`src/rtl/percept_array.sv`:
```
// Address-matched serial perceptron node: bit-serial weight/bias load, sequential MAC inference,
// serial result return. Define PERCEPT_RELU_EN to clamp negative results to zero before storing.
module percept_array #(
    parameter int         N_IN  = 4,
    parameter int         W     = 8,
    parameter int         ACC_W = 19,
    parameter logic [7:0] ADDR  = 8'hAA
) (
    input  logic clk,
    input  logic nRst,
    input  logic in,
    output logic out,
    output logic out_valid,
    output logic fire,
    output logic busy
);
    localparam int PAY_W = N_IN * W;
    localparam int CNT_W = ($clog2(PAY_W + 1) > 4) ? $clog2(PAY_W + 1) : 4;
    localparam int IDX_W = (N_IN > 1) ? $clog2(N_IN) : 1;
    localparam int TXC_W = $clog2(ACC_W + 1);

    typedef enum logic [2:0] {
        S_IDLE, S_ADDR, S_CMD, S_PAYLOAD, S_SKIP, S_MAC, S_TX
    } state_t;

    state_t                  state_q;
    logic [CNT_W-1:0]        cnt_q;
    logic [6:0]              addr_q;
    logic                    match_q;
    logic [1:0]              cmd_q;
    logic [PAY_W-1:0]        stage_q;
    logic [N_IN-1:0][W-1:0]  w_q;
    logic signed [ACC_W-1:0] bias_q;
    logic signed [ACC_W-1:0] acc_q;
    logic signed [ACC_W-1:0] result_q;
    logic [ACC_W-1:0]        tx_sh_q;
    logic [IDX_W-1:0]        idx_q;
    logic [TXC_W-1:0]        txc_q;
    logic                    out_q;
    logic                    out_valid_q;
    logic                    fire_q;

    logic [PAY_W-1:0]        stage_nxt;
    logic [N_IN-1:0][W-1:0]  nxt_word;
    logic [N_IN-1:0][W-1:0]  smp;
    logic [CNT_W-1:0]        pay_last;
    logic [1:0]              cmd_full;
    logic signed [2*W-1:0]   prod;
    logic signed [ACC_W-1:0] acc_sum;
    logic signed [ACC_W-1:0] res_nxt;

    assign stage_nxt = {stage_q[PAY_W-2:0], in};
    assign cmd_full  = {cmd_q[0], in};
    assign pay_last  = (cmd_q == 2'b01) ? CNT_W'(W - 1) : CNT_W'(PAY_W - 1);

    // Word 0 arrives first, so after the full payload it sits in the top W bits.
    always_comb begin
        nxt_word = '0;
        smp      = '0;
        for (int i = 0; i < N_IN; i++) begin
            nxt_word[i] = stage_nxt[(N_IN-i)*W-1 -: W];
            smp[i]      = stage_q[(N_IN-i)*W-1 -: W];
        end
    end

    assign prod    = $signed(w_q[idx_q]) * $signed(smp[idx_q]);
    assign acc_sum = acc_q + {{(ACC_W-2*W){prod[2*W-1]}}, prod};

`ifdef PERCEPT_RELU_EN
    assign res_nxt = acc_sum[ACC_W-1] ? '0 : acc_sum;
`else
    assign res_nxt = acc_sum;
`endif

    always_ff @(posedge clk) begin
        if (nRst) begin
            state_q     <= S_IDLE;
            cnt_q       <= '0;
            addr_q      <= '0;
            match_q     <= 1'b0;
            cmd_q       <= '0;
            stage_q     <= '0;
            w_q         <= '0;
            bias_q      <= '0;
            acc_q       <= '0;
            result_q    <= '0;
            tx_sh_q     <= '0;
            idx_q       <= '0;
            txc_q       <= '0;
            out_q       <= 1'b1;
            out_valid_q <= 1'b0;
            fire_q      <= 1'b0;
        end else begin
            case (state_q)
                S_IDLE: begin
                    cnt_q <= '0;
                    if (!in) state_q <= S_ADDR;
                end
                S_ADDR: begin
                    addr_q <= {addr_q[5:0], in};
                    cnt_q  <= cnt_q + 1'b1;
                    if (cnt_q == CNT_W'(7)) begin
                        match_q <= ({addr_q, in} == ADDR);
                        cnt_q   <= '0;
                        state_q <= S_CMD;
                    end
                end
                S_CMD: begin
                    cmd_q <= cmd_full;
                    cnt_q <= cnt_q + 1'b1;
                    if (cnt_q == CNT_W'(1)) begin
                        cnt_q   <= '0;
                        txc_q   <= '0;
                        tx_sh_q <= result_q;
                        // A mismatched READ has no payload to skip.
                        if (match_q && cmd_full == 2'b11)      state_q <= S_TX;
                        else if (match_q)                     state_q <= S_PAYLOAD;
                        else if (cmd_full == 2'b11)           state_q <= S_IDLE;
                        else                                  state_q <= S_SKIP;
                    end
                end
                S_PAYLOAD: begin
                    stage_q <= stage_nxt;
                    cnt_q   <= cnt_q + 1'b1;
                    if (cnt_q == pay_last) begin
                        cnt_q <= '0;
                        case (cmd_q)
                            2'b00: begin
                                w_q     <= nxt_word;
                                state_q <= S_IDLE;
                            end
                            2'b01: begin
                                bias_q  <= {{(ACC_W-W){stage_nxt[W-1]}}, stage_nxt[W-1:0]};
                                state_q <= S_IDLE;
                            end
                            2'b10: begin
                                acc_q   <= bias_q;
                                idx_q   <= '0;
                                state_q <= S_MAC;
                            end
                            default: state_q <= S_IDLE;
                        endcase
                    end
                end
                S_SKIP: begin
                    cnt_q <= cnt_q + 1'b1;
                    if (cnt_q == pay_last) begin
                        cnt_q   <= '0;
                        state_q <= S_IDLE;
                    end
                end
                S_MAC: begin
                    acc_q <= acc_sum;
                    idx_q <= idx_q + 1'b1;
                    if (idx_q == IDX_W'(N_IN - 1)) begin
                        result_q <= res_nxt;
                        tx_sh_q  <= res_nxt;
                        fire_q   <= ~acc_sum[ACC_W-1];
                        txc_q    <= '0;
                        state_q  <= S_TX;
                    end
                end
                S_TX: begin
                    if (txc_q == TXC_W'(ACC_W)) begin
                        out_q       <= 1'b1;
                        out_valid_q <= 1'b0;
                        state_q     <= S_IDLE;
                    end else begin
                        out_q       <= tx_sh_q[ACC_W-1];
                        out_valid_q <= 1'b1;
                        tx_sh_q     <= {tx_sh_q[ACC_W-2:0], 1'b0};
                        txc_q       <= txc_q + 1'b1;
                    end
                end
                default: state_q <= S_IDLE;
            endcase
        end
    end

    assign out       = out_q;
    assign out_valid = out_valid_q;
    assign fire      = fire_q;
    assign busy      = (state_q != S_IDLE);

endmodule

```
`config.mk`:
```
export PLATFORM = sky130hd
export DESIGN_NAME = percept_array
export DESIGN_NICKNAME = d
export VERILOG_FILES = /design/src/rtl/percept_array.sv
export SDC_FILE = /design/constraint.sdc
export NUM_CORES = 1
export LEC_CHECK = 0
export ABC_AREA = 1
export CAP_MARGIN = 20
export CORE_MARGIN = 2
export CORE_UTILIZATION = 41
export DETAILED_ROUTE_END_ITERATION = 6
export PLACE_DENSITY = 0.61
export SETUP_SLACK_MARGIN = 0.02
export SLEW_MARGIN = 20
export SYNTH_ARGS = -nofsm -noshare
export SYNTH_HDL_FRONTEND = slang
export SYNTH_SLANG_ARGS = --single-unit
```
`constraint.sdc`:
```
create_clock -name clk -period 6.9 [get_ports clk]
set_input_delay 2.07 -clock clk [delete_from_list [all_inputs] [get_ports clk]]
set_output_delay 2.07 -clock clk [all_outputs]
set_load 0.03 [all_outputs]
```
# Word level (Yosys, flattened, before mapping)
# Cells that the tools add are included.
[totals]
inputBits = 3
regBits = 158
[op_classes]
mux = 37
n_eq_ne = 24
add_sub_neg = 4
n_bitwise = 1
n_lt_le_gt_ge = 1
n_reduce_logical = 15
n_mul = 1
[op_table]
columns = ["operator", "count"]
rows = [
  ["two-way mux 19 bit", 5],
  ["case mux 19 bit (3 select lines)", 1],
  ["case mux 19 bit (2 select lines)", 1],
  ["two-way mux 3 bit", 11],
  ["binary-select mux 8 bit (select 2 bit)", 2],
  ["case mux 6 bit (4 select lines)", 1],
  ["case mux 3 bit (7 select lines)", 1],
  ["two-way mux 5 bit", 4],
  ["adder 19 bit", 1],
  ["two-way mux 6 bit", 3],
  ["inequality test 2 bit (second input constant)", 9],
  ["multiplier 8 x 8 -> 16 bit", 1],
  ["two-way mux 8 bit", 2],
  ["case mux 5 bit (3 select lines)", 1],
  ["equality test 3 bit (second input constant)", 3],
  ["AND reduction 3 bit", 3],
  ["equality test 8 bit (second input constant)", 1],
  ["AND reduction 7 bit", 1],
  ["adder 6 x 1 -> 6 bit (second input constant)", 1],
  ["equality test 2 bit (second input constant)", 3],
  ["equality test 3 x 2 -> 1 bit (second input constant)", 2],
  ["equality test 6 x 1 -> 1 bit (second input constant)", 1],
  ["equality test 6 x 3 -> 1 bit (second input constant)", 1],
  ["equality test 6 x 5 -> 1 bit", 1],
  ["other kinds (19)", 23],
]

# Logic depth before layout (Yosys ltp)
[depth]
depth_word = 6
depth_mapped = 39

# Worst setup path before layout
# Ideal clock, no wire load.
[synth_path]
kind = "register -> register"
startpoint = "register idx_q[1]"
endpoint = "register tx_sh_q[17]"
path_stages_with_launch = 34
arrival_time_ps = 6093
slack_ps = 738
required_time_ps = 6830
setup_ps = 70
cell_sequence = "dfxtp_1 inv_1 clkbuf_1 buf_1 a32o_1 nand2_1 fa_1 fa_1 inv_1 fa_1 inv_1 fa_1 inv_1 ha_1 a21oi_1 nand2_1 nand2_1 nand2_1 nand2_1 a21boi_0 o21ai_0 nand2_1 xnor2_1 inv_1 ha_1 nand2_1 o21ai_0 inv_1 nor2_1 nor2_1 nand3_1 xor2_1 nand2_1 a21oi_1"
[synth_between]
elab_chain_len = 6
word_cells_on_any_way = 11
classes_between = "add/sub: 1; mul: 1; eq/ne: 2; mux: 6; reduce/logical: 1"
[synth_rtl]
columns = ["element", "line_no", "text"]
rows = [
  ["from (decl)", "37", "logic [IDX_W-1:0] idx_q;"],
  ["from (signal assigned)", "154", "idx_q <= idx_q + 1'b1;"],
  ["binary-select mux 8 bit (select 2 bit)", "66", "assign prod = $signed(w_q[idx_q]) * $signed(smp[idx_q]);"],
  ["two-way mux 8 bit (not written as such)", "66", ""],
  ["multiplier 8 x 8 -> 16 bit", "66", ""],
  ["adder 19 bit", "67", "assign acc_sum = acc_q + {{(ACC_W-2*W){prod[2*W-1]}}, prod};"],
  ["two-way mux 19 bit", "155", "if (idx_q == IDX_W'(N_IN - 1)) begin"],
  ["case mux 19 bit (3 select lines)", "94", "case (state_q)"],
  ["to (signal assigned)", "114", "tx_sh_q <= result_q;"],
  ["to (signal assigned)", "157", "tx_sh_q <= res_nxt;"],
  ["to (signal assigned)", "171", "tx_sh_q <= {tx_sh_q[ACC_W-2:0], 1'b0};"],
  ["to (decl)", "36", "logic [ACC_W-1:0] tx_sh_q;"],
]
# Parallel ways exist; a longest one is shown, timed or not. The select of a mux whose other input is x is not followed.
# A chain may end at the register's enable or synchronous reset.

# Worst setup path after layout
[layout_path]
startpoint = "register idx_q[1]"
endpoint = "register tx_sh_q[16]"
# Same word-level chain as after synthesis.

==> metrics.txt <==
status completed; syn nets 1483; H-tree levels 4; min-delay src result_q[1]$_SDFFE_PP0P_; Ports 7; Longest Clk Path Bufs 2; Initial DRT Pass Iterations 5; Setup crit end kind flip-flop; Post-route DRC 0; sequential cell area about 3200 sq um; Worst Skew 0.0137 ns; worst-skew pair later-pin latency 0.43 ns; cts bufs inserted 17; Power Density 256 nW/um^2; Mapped Area between 10000 and 15000 sq um; DP Worst Slack between 0.07 and 0.08 ns; ys flop type dfxtp_1; number of fill cells roughly 2500; CP endpoint tx_sh_q[16]$_SDFFE_PP0P_; Comb pwr share 0.280; Worst Max-Slew Pin Slew roughly 0.85 ns; #FFs+latches synth approximately 160; R2R depth 32; post-route worst setup slack approximately 0.47 ns; Seq pwr share 0.387; initial drt markers around 650; routed vias/inst just over 5; starting density of the core 0.420; Antenna diodes 0; Max Cap Viol 0; Psw between 1000 and 1500 uW; sw frac 0.364; Die Height around 160 um; largest net degree at the start of global routing between 90 and 100; hpwl dp ~18 mm; IO Port Bufs 6; total number of vias 8715; slowest stage delay, CP approximately 0.54 ns; Total Wirelength roughly 24 mm; f_max about 0.16 GHz; row count between 50 and 60; vias in the first global route around 8000; critical path data required time 7.26 ns; Worst-path clk slew 0.07 ns; CTS tree done; RSZ-0062 raised after global routing no; ANT nets after route 0; HP Class reg -> reg; R2R Path Start idx_q[1]$_SDFFE_PP0P_; Synth async-reset ratio 0; layout net count roughly 1500; Die W 162 um; Power, Total a little under 3000 uW; cells after synthesis approximately 1400; CORE AREA approximately 24000 sq um; Clock Tree Root clkbuf_16; Setup crit start idx_q[1]$_SDFFE_PP0P_; Area Overhead vs Synth 10.7%; Clk pwr share 0.332; GR Overflow Total 0; Yosys top cell by area dfxtp_1; Syn Area/Cell ~7.5 sq um; fin util 0.465; hold_buf cts 0; number of flops mapped to enable cells by yosys 0; startpoint types flip-flop; gr usage total 0.189; Setup violations, final 0; P_int between 1500 and 2000 uW; CTS sink cnt approximately 160; Slew Viols, Final 0; Multi-input gate area between 6000 and 7000 sq um; top cells by area, synth dfxtp_1 31%, fa_1 11%, nand2_1 8.1%; Total Neg Setup Slack 0 ns; initial antenna violation count 0; Cell variety after synth 50; post-synthesis sequential area ratio 0.309; global-route wire length before repair 40.7 mm; YS warnings 0; Worst EP arrival between 6 and 7 ns; total die area roughly 26000 sq um; Max VDD drop approximately 0.14 mV; Pleak 0.00496 uW; Synth top area share 0.309; CP Class reg -> reg; period utilization 0.932; Most common cell on crit path nand2_1; Max transition margin 0.433; share of layout cells above drive strength 1 0.0951; Tmin final between 6 and 7 ns; Worst R2R Setup Slack between 0.4 and 0.5 ns; wire per inst 14.3 um; gpl congestion between 0.8 and 0.9; Hold Violations, Final 0; Crit-path slowest cell fa_1; Reg2Reg Capture Point tx_sh_q[16]$_SDFFE_PP0P_; Crit Path Max Fanout 6
## sequential cells by signal, summed over array words and instances, names as in the netlist, 2 cells and up
register  cells
addr_q        7
cnt_q         6
stage_q      32
state_q       3
bias_q        8
tx_sh_q      19
idx_q         2
w_q          32
acc_q        19
result_q     19
cmd_q         2
txc_q         5
## final cells by class
class	count	area share
Clock buffer	17	0.0375
Clock inverter	15	0.0161
Inverter	227	0.0756
Sequential cell	158	0.280
Tap cell	324	0.0358
Multi-Input combinational cell	929	0.532
Timing Repair Buffer	31	0.0231
## placed cells by master, fill, tap and decap left out, types with 4 or more instances in the layout
| cell type | synthesis | final |
|---|---|---|
| o21ai_0 | 131 | 131 |
| nand3_1 | 36 | 36 |
| nor2_1 | 109 | 106 |
| nand2_1 | 220 | 220 |
| dfxtp_1 | 158 | 156 |
| a32oi_2 | 0 | 5 |
| xnor2_1 | 5 | 5 |
| ha_1 | 53 | 52 |
| o211ai_1 | 4 | 4 |
| buf_4 | 6 | 22 |
| o21bai_1 | 13 | 13 |
| nand4_1 | 5 | 5 |
| inv_2 | 8 | 15 |
| a41oi_1 | 6 | 6 |
| nor3_1 | 8 | 6 |
| a31oi_1 | 8 | 8 |
| fa_1 | 56 | 55 |
| clkdlybuf4s50_1 | 0 | 6 |
| inv_1 | 218 | 209 |
| o21ai_1 | 28 | 28 |
| a21oi_1 | 146 | 143 |
| clkbuf_16 | 0 | 17 |
| a32oi_1 | 13 | 7 |
| o21a_1 | 5 | 5 |
| nand3b_1 | 4 | 4 |
| xor2_1 | 15 | 15 |
| a221oi_1 | 11 | 11 |
| a21oi_2 | 27 | 30 |
## Yosys cell counts, types with 6 or more instances
master    instances
a21oi_1         146
a32oi_1          13
clkbuf_1         36
inv_1           218
o21ai_0         131
buf_4             6
nand3_1          36
o21ai_1          28
a41oi_1           6
a31oi_1           8
nand2_1         220
a21oi_2          27
fa_1             56
nor2_1          109
ha_1             53
buf_2             8
xor2_1           15
nor3_1            8
o21bai_1         13
dfxtp_1         158
inv_2             8
a221oi_1         11
## logic make-up after synthesis
logic type / count (synthesis) / synth area share
XOR/XNOR: 20 / 0.0171
buffers and inverters: 284 / 0.111
AND/OR/NAND/NOR: 396 / 0.160
flip-flops: 158 / 0.309
AO/OA/AOI/OAI: 404 / 0.229
adder cells (fa/ha/maj): 109 / 0.174
## what timing repair did
item | 4_1_cts | 5_1_grt
setup buffers | 0 | 7
endpoints found under the setup margin | 0 | 27
resized for setup | 0 | 27
## power groups by stage
stage                     combinational (uW)  clock, uW  sequential (uW)
after floorplan                          637          0             1110
final                                    814        965             1120
after global placement                   794          0             1140
after global routing                     923       1030             1140
after detailed placement                 802          0             1140
after CTS                                805        981             1120
## worst min-delay path by stage
stage                          endpoint  slack (ns)  cells after the start
5_1_grt        result_q[1]$_SDFFE_PP0P_        0.47                      2
2_1_floorplan  result_q[1]$_SDFFE_PP0P_        0.42                      2
3_3_place_gp   result_q[1]$_SDFFE_PP0P_        0.44                      2
3_5_place_dp   result_q[1]$_SDFFE_PP0P_        0.44                      2
4_1_cts        result_q[1]$_SDFFE_PP0P_        0.45                      2
6_report       result_q[1]$_SDFFE_PP0P_        0.46                      2
## critical path: cells and delay by family (launching register included)
kind / cells / cell delay [ns]
fa+ha+maj: 6 / 2.72
simple gates: 13 / 1.36
compound gates: 4 / 0.88
buf+inv: 8 / 0.78
flops: 1 / 0.38
xor+xnor: 1 / 0.22
## routing by layer
layer,vias to the layer above,GRT usage,routed length (um)
met1,4054,0.265,12200
met5,-,0,0
li1,4486,-,-
met4,0,0.0499,525
met3,38,0.0319,698
met2,137,0.303,10900
## stage by stage
step	instance area (sq um)	hold slack [ns]	cells
6_report	11300	0.455	1701
5_1_grt	11300	0.474	1701
4_1_cts	11200	0.453	1694
3_5_place_dp	10600	0.443	1662
3_3_place_gp	10600	0.437	1662
2_1_floorplan	10200	0.425	1371
Note: power is estimated with default switching activity, not from simulation.
